[config.mk]
export PLATFORM = sky130hd
export DESIGN_NAME = iir_out_decim_fifo
export DESIGN_NICKNAME = d
export VERILOG_FILES = /design/src/rtl/iir_out_decim_fifo.sv
export SDC_FILE = /design/constraint.sdc
export NUM_CORES = 1
export LEC_CHECK = 0
export CAP_MARGIN = 20
export CORE_MARGIN = 2
export CORE_UTILIZATION = 45
export DETAILED_ROUTE_END_ITERATION = 6
export GPL_TIMING_DRIVEN = 0
export PLACE_DENSITY = 0.81
export SLEW_MARGIN = 20
export SYNTH_ARGS = -nofsm -noshare
export SYNTH_HDL_FRONTEND = slang
export SYNTH_SLANG_ARGS = --single-unit
[constraint.sdc]
create_clock -name clk -period 2 [get_ports clk]
set_input_delay 0.3 -clock clk [delete_from_list [all_inputs] [get_ports clk]]
set_output_delay 0.3 -clock clk [all_outputs]
set_load 0.05 [all_outputs]
[src/rtl/iir_out_decim_fifo.sv]
// Decimating output stage for the IIR: keeps 1 of DECIM strobed samples and rounds/saturates each kept one to OUT_W bits.
// Kept samples show up at the FIFO head two clocks after their strobe. The filter side never stalls.
// If the show-ahead FIFO is full and nothing pops, the sample is dropped and ovf is flagged.
module iir_out_decim_fifo #(
  parameter int width_H = 15,
  parameter int width_W = 10,
  parameter int OUT_W   = 12,
  parameter int DECIM   = 4,
  parameter int DEPTH   = 4
) (
  input  logic                         clk,
  input  logic                         rst,
  input  logic                         data_i_en,
  input  logic [width_H+width_W-1:0]   data_i,
  output logic                         data_o_valid,
  input  logic                         data_o_ready,
  output logic [OUT_W-1:0]             data_o,
  output logic [$clog2(DEPTH):0]       fill,
  output logic                         ovf,
  output logic                         sat,
  input  logic                         clr_flags
);

  localparam int IN_W = width_H + width_W;
  localparam int SH_W = width_H + 1;
  localparam int AW   = $clog2(DEPTH);
  localparam int CW   = (DECIM > 1) ? $clog2(DECIM) : 1;

  localparam logic [CW-1:0]   CNT_LAST = CW'(DECIM - 1);
  localparam logic [AW:0]     FULL     = {1'b1, {AW{1'b0}}};
  localparam logic [IN_W:0]   RND      = (IN_W + 1)'(1) << (width_W - 1);
  localparam logic [SH_W-1:0] MAXV     = {{(SH_W-OUT_W+1){1'b0}}, {(OUT_W-1){1'b1}}};
  localparam logic [SH_W-1:0] MINV     = {{(SH_W-OUT_W+1){1'b1}}, {(OUT_W-1){1'b0}}};

  logic [CW-1:0]    r_cnt;
  logic             r_stg_vld;
  logic [OUT_W-1:0] r_stg_dat;
  logic [OUT_W-1:0] r_mem [DEPTH];
  logic [AW-1:0]    r_wptr;
  logic [AW-1:0]    r_rptr;
  logic [AW:0]      r_fill;
  logic             r_ovf;
  logic             r_sat;

  logic             w_keep;
  logic [IN_W:0]    w_rnd;
  logic [SH_W-1:0]  w_int;
  logic             w_hi;
  logic             w_lo;
  logic             w_clip;
  logic [OUT_W-1:0] w_cvt;
  logic             w_pop;
  logic             w_full;
  logic             w_push;
  logic             w_drop;

  assign w_keep = data_i_en && (r_cnt == '0);

  // Sign-extend one bit so adding the half-LSB can never wrap; the upper slice is the
  // arithmetic shift by width_W, i.e. round half toward +inf.
  assign w_rnd  = {data_i[IN_W-1], data_i} + RND;
  assign w_int  = w_rnd[IN_W:width_W];
  assign w_hi   = $signed(w_int) > $signed(MAXV);
  assign w_lo   = $signed(w_int) < $signed(MINV);
  assign w_clip = w_hi || w_lo;
  assign w_cvt  = w_hi ? MAXV[OUT_W-1:0] :
                  w_lo ? MINV[OUT_W-1:0] : w_int[OUT_W-1:0];

  assign data_o_valid = (r_fill != '0);
  assign w_pop  = data_o_valid && data_o_ready;
  assign w_full = (r_fill == FULL);
  assign w_push = r_stg_vld && (!w_full || w_pop);
  assign w_drop = r_stg_vld && w_full && !w_pop;

  always_ff @(posedge clk or posedge rst) begin
    if (rst) begin
      r_cnt     <= '0;
      r_stg_vld <= 1'b0;
      r_stg_dat <= '0;
    end else begin
      if (data_i_en) begin
        r_cnt <= (r_cnt == CNT_LAST) ? '0 : r_cnt + 1'b1;
      end
      r_stg_vld <= w_keep;
      if (w_keep) begin
        r_stg_dat <= w_cvt;
      end
    end
  end

  always_ff @(posedge clk or posedge rst) begin
    if (rst) begin
      for (int i = 0; i < DEPTH; i++) begin
        r_mem[i] <= '0;
      end
      r_wptr <= '0;
      r_rptr <= '0;
      r_fill <= '0;
    end else begin
      if (w_push) begin
        r_mem[r_wptr] <= r_stg_dat;
        r_wptr        <= r_wptr + 1'b1;
      end
      if (w_pop) begin
        r_rptr <= r_rptr + 1'b1;
      end
      case ({w_push, w_pop})
        2'b10:   r_fill <= r_fill + 1'b1;
        2'b01:   r_fill <= r_fill - 1'b1;
        default: r_fill <= r_fill;
      endcase
    end
  end

  // Sticky flags: a set event in the same cycle as clr_flags keeps the flag set.
  always_ff @(posedge clk or posedge rst) begin
    if (rst) begin
      r_ovf <= 1'b0;
      r_sat <= 1'b0;
    end else begin
      if (w_drop) begin
        r_ovf <= 1'b1;
      end else if (clr_flags) begin
        r_ovf <= 1'b0;
      end
      if (w_keep && w_clip) begin
        r_sat <= 1'b1;
      end else if (clr_flags) begin
        r_sat <= 1'b0;
      end
    end
  end

  assign data_o = r_mem[r_rptr];
  assign fill   = r_fill;
  assign ovf    = r_ovf;
  assign sat    = r_sat;

endmodule

==> flow_summary.json <==
{
  "hold_path.class": "input port to asynchronous set/reset pin",
  "layout-drive-gt1-share_pct": 41.2,
  "syn_to_final_growth_pct": 30.7,
  "clk_pin_slew_ns": 0.08,
  "synth-edff-count": 0,
  "async_reset_ff_share_pct": 100,
  "holdBufCountCts": 0,
  "globalplace.congestion": 0.895,
  "ys_types": 41,
  "power_frac_seq_pct": 33.9,
  "drc": 0,
  "skew_ns": 0.00805,
  "relSlewSlack_pct": 66.2,
  "p_leak_nw": 2.10,
  "grt_pass1_wl_um": 12200,
  "numPortBuffers": 38,
  "slew_viol_final": 0,
  "combPwrFrac_pct": 48.2,
  "rows": 32,
  "synth_ff_type": "dfrtp_1",
  "ir_drop_v": 0.000633,
  "grt_pass1_vias": 2421,
  "ys_warn_count": 0,
  "power_density_mw_per_mm2": 1710,
  "finalPower_mw": 7.90,
  "core_area_mm2": 0.00765,
  "initial_utilization_pct": 46.1,
  "track_usage_pct": 18.7,
  "layout.nets": 359,
  "final_antenna_net_count": 0,
  "vias": 2311,
  "worst_setup_path_start_kind": "flop",
  "internal_power_mw": 4.87,
  "synth_cells": 258,
  "fin_crit_sh_pct": 98.5,
  "synthesis.nets": 297,
  "cts.path.max_buffers": 2,
  "dr.pass1.iters": 4,
  "hpwlAfterDp_um": 4990,
  "cts_tree": "built",
  "grt_max_degree": 30,
  "max_freq_mhz": 508,
  "ys_seq_area_share_pct": 51.1,
  "synth_area_mm2": 0.00353,
  "clkPwrFrac_pct": 17.9,
  "dieArea_mm2": 0.00857,
  "endpoint_kind": "primary output",
  "cp_max_fo": 6,
  "synth_seq_cells": 72,
  "crit_arrival_ns": 1.67,
  "wl_per_cell_um": 17.1,
  "worst_r2r_path_depth": 9,
  "fillers": 610,
  "grt-ovfl-total": 0,
  "pre_cts_slack_ns": -0.691,
  "synth_area_per_cell_um2": 13.7,
  "chipWidth_um": 92.6,
  "crit_type": "flop to primary output",
  "clk_latency_ns": 0.33,
  "dieHeight_um": 92.6,
  "status": "finished clean",
  "viasPerCell": 5.41,
  "numCtsBuffers": 9,
  "crit_required_ns": 1.70,
  "r2r-end": "fill[2]$_DFFE_PP0P_",
  "worstSetupStartpoint": "r_rptr[0]$_DFFE_PP0P_",
  "layout_min_cycle_time_ns": 1.97,
  "antenna_found_initial": 0,
  "setup-tns-final_ns": 0,
  "endpoint": "data_o[9]",
  "hold_violations": 0,
  "pin_count": 48,
  "fin_ws_ns": 0.0304,
  "reg2reg_from": "fill[0]$_DFFE_PP0P_",
  "utilization_pct": 60.3,
  "placed_area_mm2": 0.00412,
  "p_sw_mw": 3.03,
  "tightestPinTransition_ns": 0.506,
  "fin_area_mm2": 0.00461,
  "htreeDepth": 3,
  "first_iter_violations": 87,
  "cts.root.buffer_cell": "clkbuf_8",
  "switching_share_pct": 38.3,
  "cap_violations": 0,
  "setup_violations": 0,
  "rsz0062_at_grt": "true",
  "wirelength_um": 7290,
  "antenna_cells": 0,
  "rrSetupSlack_ns": 0.06,
  "cts_sinks": 72
}
## critical path, cell delays in order, from the launching register on
cell	delay (ns)
dfrtp_2	0.37
buf_12	0.14
buf_12	0.13
mux4_2	0.52
buf_6	0.17
## registers in the layout, summed over array words and instances, names as in the netlist
name and count:
r_cnt 2, r_stg_vld 1, sat 1, r_wptr 2, r_rptr 2, fill 3
ovf 1, r_mem 48, r_stg_dat 12
## power groups by stage
stage               Clock, mW  Combinational (mW)  Sequential, mW
floorplan                   0                2.54            2.63
global placement            0                3.46            2.61
detailed placement          0                3.55            2.68
CTS                      1.43                3.84            2.66
global route             1.50                4.04            2.77
finish                   1.41                3.81            2.68
## cells in the final DEF (no fill, tap or decap), drive strengths merged, types with 9 or more instances in the layout
| master | n |
|---|---|
| nand2 | 12 |
| inv | 12 |
| buf | 29 |
| mux4 | 12 |
| dfrtp | 72 |
| clkbuf | 17 |
| mux2 | 48 |
| a221o | 9 |
| clkdlybuf4s50 | 12 |
## cell families (layout without fill, tap and decap cells)
kind of cell,count (synthesis),count (layout),synth area share (%)
XOR/XNOR,16,16,3.97
AND/OR/NAND/NOR,51,51,8.44
flip-flops,72,72,51.1
buffers and inverters,22,89,2.52
AO/OA/AOI/OAI,26,26,7.06
adder cells (fa/ha/maj),9,9,3.40
multiplexers,62,62,23.5
## final cells by class
| type | instances | area, um^2 | share of cell area (%) |
|---|---|---|---|
| flip-flops and latches | 72 | 1810 | 39.2 |
| repair buffers | 53 | 557 | 12.1 |
| plain buffers | 7 | 61.3 | 1.33 |
| multi-input cells | 164 | 1750 | 38.0 |
| clock inverters | 5 | 103 | 2.22 |
| inverters | 13 | 52.6 | 1.14 |
| clock buffers | 11 | 151 | 3.28 |
| well taps | 102 | 128 | 2.77 |
## per-layer routing
layer  routed length [um]  GRT usage [%]  vias up  part of all wire [%]
li1                     -              -     1077                     -
met1                 3120           22.8     1166                    43
met2                 3790           32.5       56                    52
met3                  252           4.15       12                   3.5
met4                  125           6.84        0                   1.7
met5                    0              0        -                     0
## worst min path at each step
stage	from	end	slack [ns]	cells past startpoint
after global routing	rst	r_mem[28]$_DFFE_PP0P_	0.39	2
after global placement	r_stg_vld$_DFF_PP0_	ovf$_DFFE_PP0P_	0.48	1
after detailed placement	r_stg_vld$_DFF_PP0_	ovf$_DFFE_PP0P_	0.47	1
after CTS	rst	r_mem[40]$_DFFE_PP0P_	0.35	2
final	rst	r_mem[40]$_DFFE_PP0P_	0.35	2
after floorplan	data_i_en	r_cnt[0]$_DFFE_PP0P_	0.40	1
## Yosys cell counts (2+ instances only)
cell      number  area [um^2]
nor4_1         3         18.8
o21ai_0        5         25.0
mux2i_1        2         20.0
nand2_1       12         45.0
nand2b_1       5         31.3
dfrtp_1       72         1800
nand3_1        6         30.0
and3_1         2         12.5
o311a_1        2         20.0
buf_2          5         25.0
xnor2_1        8         70.1
a21oi_1        2         10.0
or3_1          2         12.5
mux2_2        48          541
nor2_1         7         26.3
a221o_1        9         90.1
xor2_1         8         70.1
ha_1           8          100
clkbuf_1       3         11.3
nor3_1         5         25.0
inv_1         13         48.8
mux4_2        12          270
## what timing repair did
action | CTS | global route
endpoints found under the setup margin | 67 | 65
gates resized for setup | 95 | 27
pin swaps | 7 | 4
setup buffers | 12 | 0
endpoints found under the hold margin | 0 | 0
gates cloned | 1 | 0
## metrics by stage
step           instances  hold WS [ns]
2_1_floorplan        258         0.396
3_3_place_gp         398         0.478
3_5_place_dp         400         0.472
4_1_cts              427         0.354
5_1_grt              427         0.393
6_report             427         0.346
No activity file was read; power rests on OpenSTA's default activity.
==> RTL edit, RTL diff (same flow settings) <==
`DECIM`: 4 -> 8.
--- a/src/rtl/iir_out_decim_fifo.sv
+++ b/src/rtl/iir_out_decim_fifo.sv
@@ -5,7 +5,7 @@
   parameter int width_H = 15,
   parameter int width_W = 10,
   parameter int OUT_W   = 12,
-  parameter int DECIM   = 4,
+  parameter int DECIM   = 8,
   parameter int DEPTH   = 4
 ) (
   input  logic                         clk,
Formal check against the unedited RTL: not equivalent (a bounded check fails within 10 cycles, from zero or initial values and one cycle with rst high).
==> RTL edit against the original RTL <==
  * The run now ends with setup timing left
  * Worst setup slack got worse by 46 ps
  * First-iteration DRC count grew 2.3%
  * Final area up 3.6%
  * Non-clock buffer count is 4 higher
  * Power grew 1.6%
  * Synthesized area increased by 4.3%
  * Sequential cell count grew 1
  * Routed wire length is 2.9% higher
  * Maximum frequency down 2.3%
  * Highest routed layer unchanged
==> RTL edit: results (changes against the original RTL) <==
grt:
  grt_pass1_wl_um: 12100  # -0.28%
  grt_max_degree: 33  # +10%
  grt_overflow: 0  # unchanged
  track_usage_pct: 18.2  # -0.51 points
routing:
  routed_wl_um: 7500  # +2.9%
  vias_per_cell: 5.36  # -0.87%
  drt_iter0_markers: 89  # +2.3%
clock_network:
  cts.sinks: 73  # +1.4%
  clk_pin_slew_ps: 70
  cts-root-buf: "clkbuf_8"
  htree_num_levels: 3  # unchanged
  cts_inserted_buffers: 9  # unchanged
  clk_latency_ps: 350  # +20 ps
place:
  place_area_um2: 4270  # +3.7%
  place.gp.congestion: 0.807  # -9.9%
  dpl.cell_count: 417  # +4.3%
  io_buffers: 38  # unchanged
  place_ws_ps: -693  # -1.59 ps
  dpl.hpwl_um: 5020  # +0.59%
logic_synthesis:
  synth_area_leaders: "dfrtp_1 50%, mux2_2 15%, mux4_2 7.3%"
  syn_inst: 275  # +6.6%
  synth_nets: 315  # +6.1%
  yosysMostFrequentCell: "dfrtp_1"
  ys_seq_area_share_pct: 49.6  # -1.4 points
  synthTopCellsByCount: "73 x dfrtp_1, 49 x mux2_2, 25 x nand2_1, 12 x inv_1, 12 x mux4_2"
  synth.distinct_cells: 45  # +9.8%
status:
  status: "finished with violations"
  violations: "setup timing"
sta:
  timing.fmax_mhz: 496  # -2.3%
  skew_ps: 8.13  # +0.0792 ps
  setup_slack_ps: -16.0  # -46.4 ps
  setup_viol: 1  # +1
  tightest_slew_ps: 523  # +17.0 ps
final_layout:
  fin_cells: 444  # +4.0%
  diodes: 0  # unchanged
  fill_cells: 590  # -3.3%
  top_regs: "r_mem (48), r_stg_dat (12)"
  layout-drive-gt1-share_pct: 43.3  # +2.0 points
  nets: 377  # +5.0%
pwr:
  leakagePower_nw: 2.18  # +3.6%
  ir_worst_vdd_mv: 0.598  # -5.6%
setup_path:
  r2r_cells: 9  # unchanged
  cp_slowest_stage_delay_ps: 550  # +30 ps
  reg2reg_from: "fill[0]"
  critPathArrivalTime_ps: 1720  # +50 ps
  ff2ff_setup_slack_ps: 10  # -50 ps
  worst-path-max-fanout: 5  # -1
==> RTL edit: cells by family after synthesis <==
kind of cell             share of synthesized area [%]
AND/OR/NAND/NOR                                   8.97
multiplexers                                      22.9
AO/OA/AOI/OAI                                     7.51
flip-flops                                        49.6
adder cells (fa/ha/maj)                           3.60
buffers and inverters                             3.13
XOR/XNOR                                          4.28
==> RTL edit: metrics by stage <==
stage / power [mW] / setup TNS [ps] / hold WS [ps]
floorplan: 5.10 / -173 / 396
global placement: 5.96 / -27580 / 463
detailed placement: 6.12 / -28250 / 482
CTS: 7.96 / -48.4 / 338
global route: 8.43 / -395 / 362
finish: 8.02 / -16.0 / 333
==> RTL edit: power by group <==
part | switching, mW | internal, mW
Sequential | 0.514 | 2.17
Combinational | 1.95 | 1.83
Clock | 0.532 | 1.02
==> RTL edit: worst register-to-register path, stage by stage, from the launching register on <==
cell	delay, ps
dfrtp_2	440
nor4b_4	390
nor2b_4	80
inv_2	70
ha_4	150
inv_2	40
fa_2	340
xor2_2	160
nor2_2	100
xor2_1	130
==> RTL edit: metal layers <==
metal  part of all wire (%)  GRT usage [%]  wire length [µm]  up-vias
met2                     52           30.6              3900       52
met4                    1.6           7.61               121        0
met5                      0              0                 0        -
met3                    3.6           3.27               271        9
li1                       -              -                 -     1134
met1                     43           23.3              3200     1187
==> RTL edit: worst max-delay path by stage <==
| stage | start | to | slack, ps | cells past startpoint |
|---|---|---|---|---|
| after floorplan | fill[0] | fill[2] | -170 | 10 |
| after global placement | r_rptr[0] | data_o[5] | -660 | 4 |
| after detailed placement | r_rptr[0] | data_o[5] | -690 | 4 |
| after CTS | r_rptr[0] | data_o[5] | -30 | 4 |
| after global routing | fill[0] | fill[2] | -70 | 9 |
| final | r_rptr[0] | data_o[5] | -20 | 4 |
==> RTL edit: cell type report <==
class                      instances  area [µm²]  area share, %
sequential                        73        1830           38.3
buffer                            10         100           2.09
inverter                          12        48.8           1.02
timing repair buffer              54         577           12.1
clock inverter                     5         125           2.62
multi-input combinational        177        1820           38.1
clock buffer                      11         151           3.17
tap                              102         128           2.67
==> RTL edit: timing repair <==
| item | in CTS | in global routing |
|---|---|---|
| endpoints found under the setup margin | 67 | 62 |
| hold endpoints to repair | 0 | 0 |
| pin swaps | 7 | 7 |
| gates cloned | 1 | 0 |
| gates resized for setup | 99 | 24 |
| setup buffers | 9 | 4 |
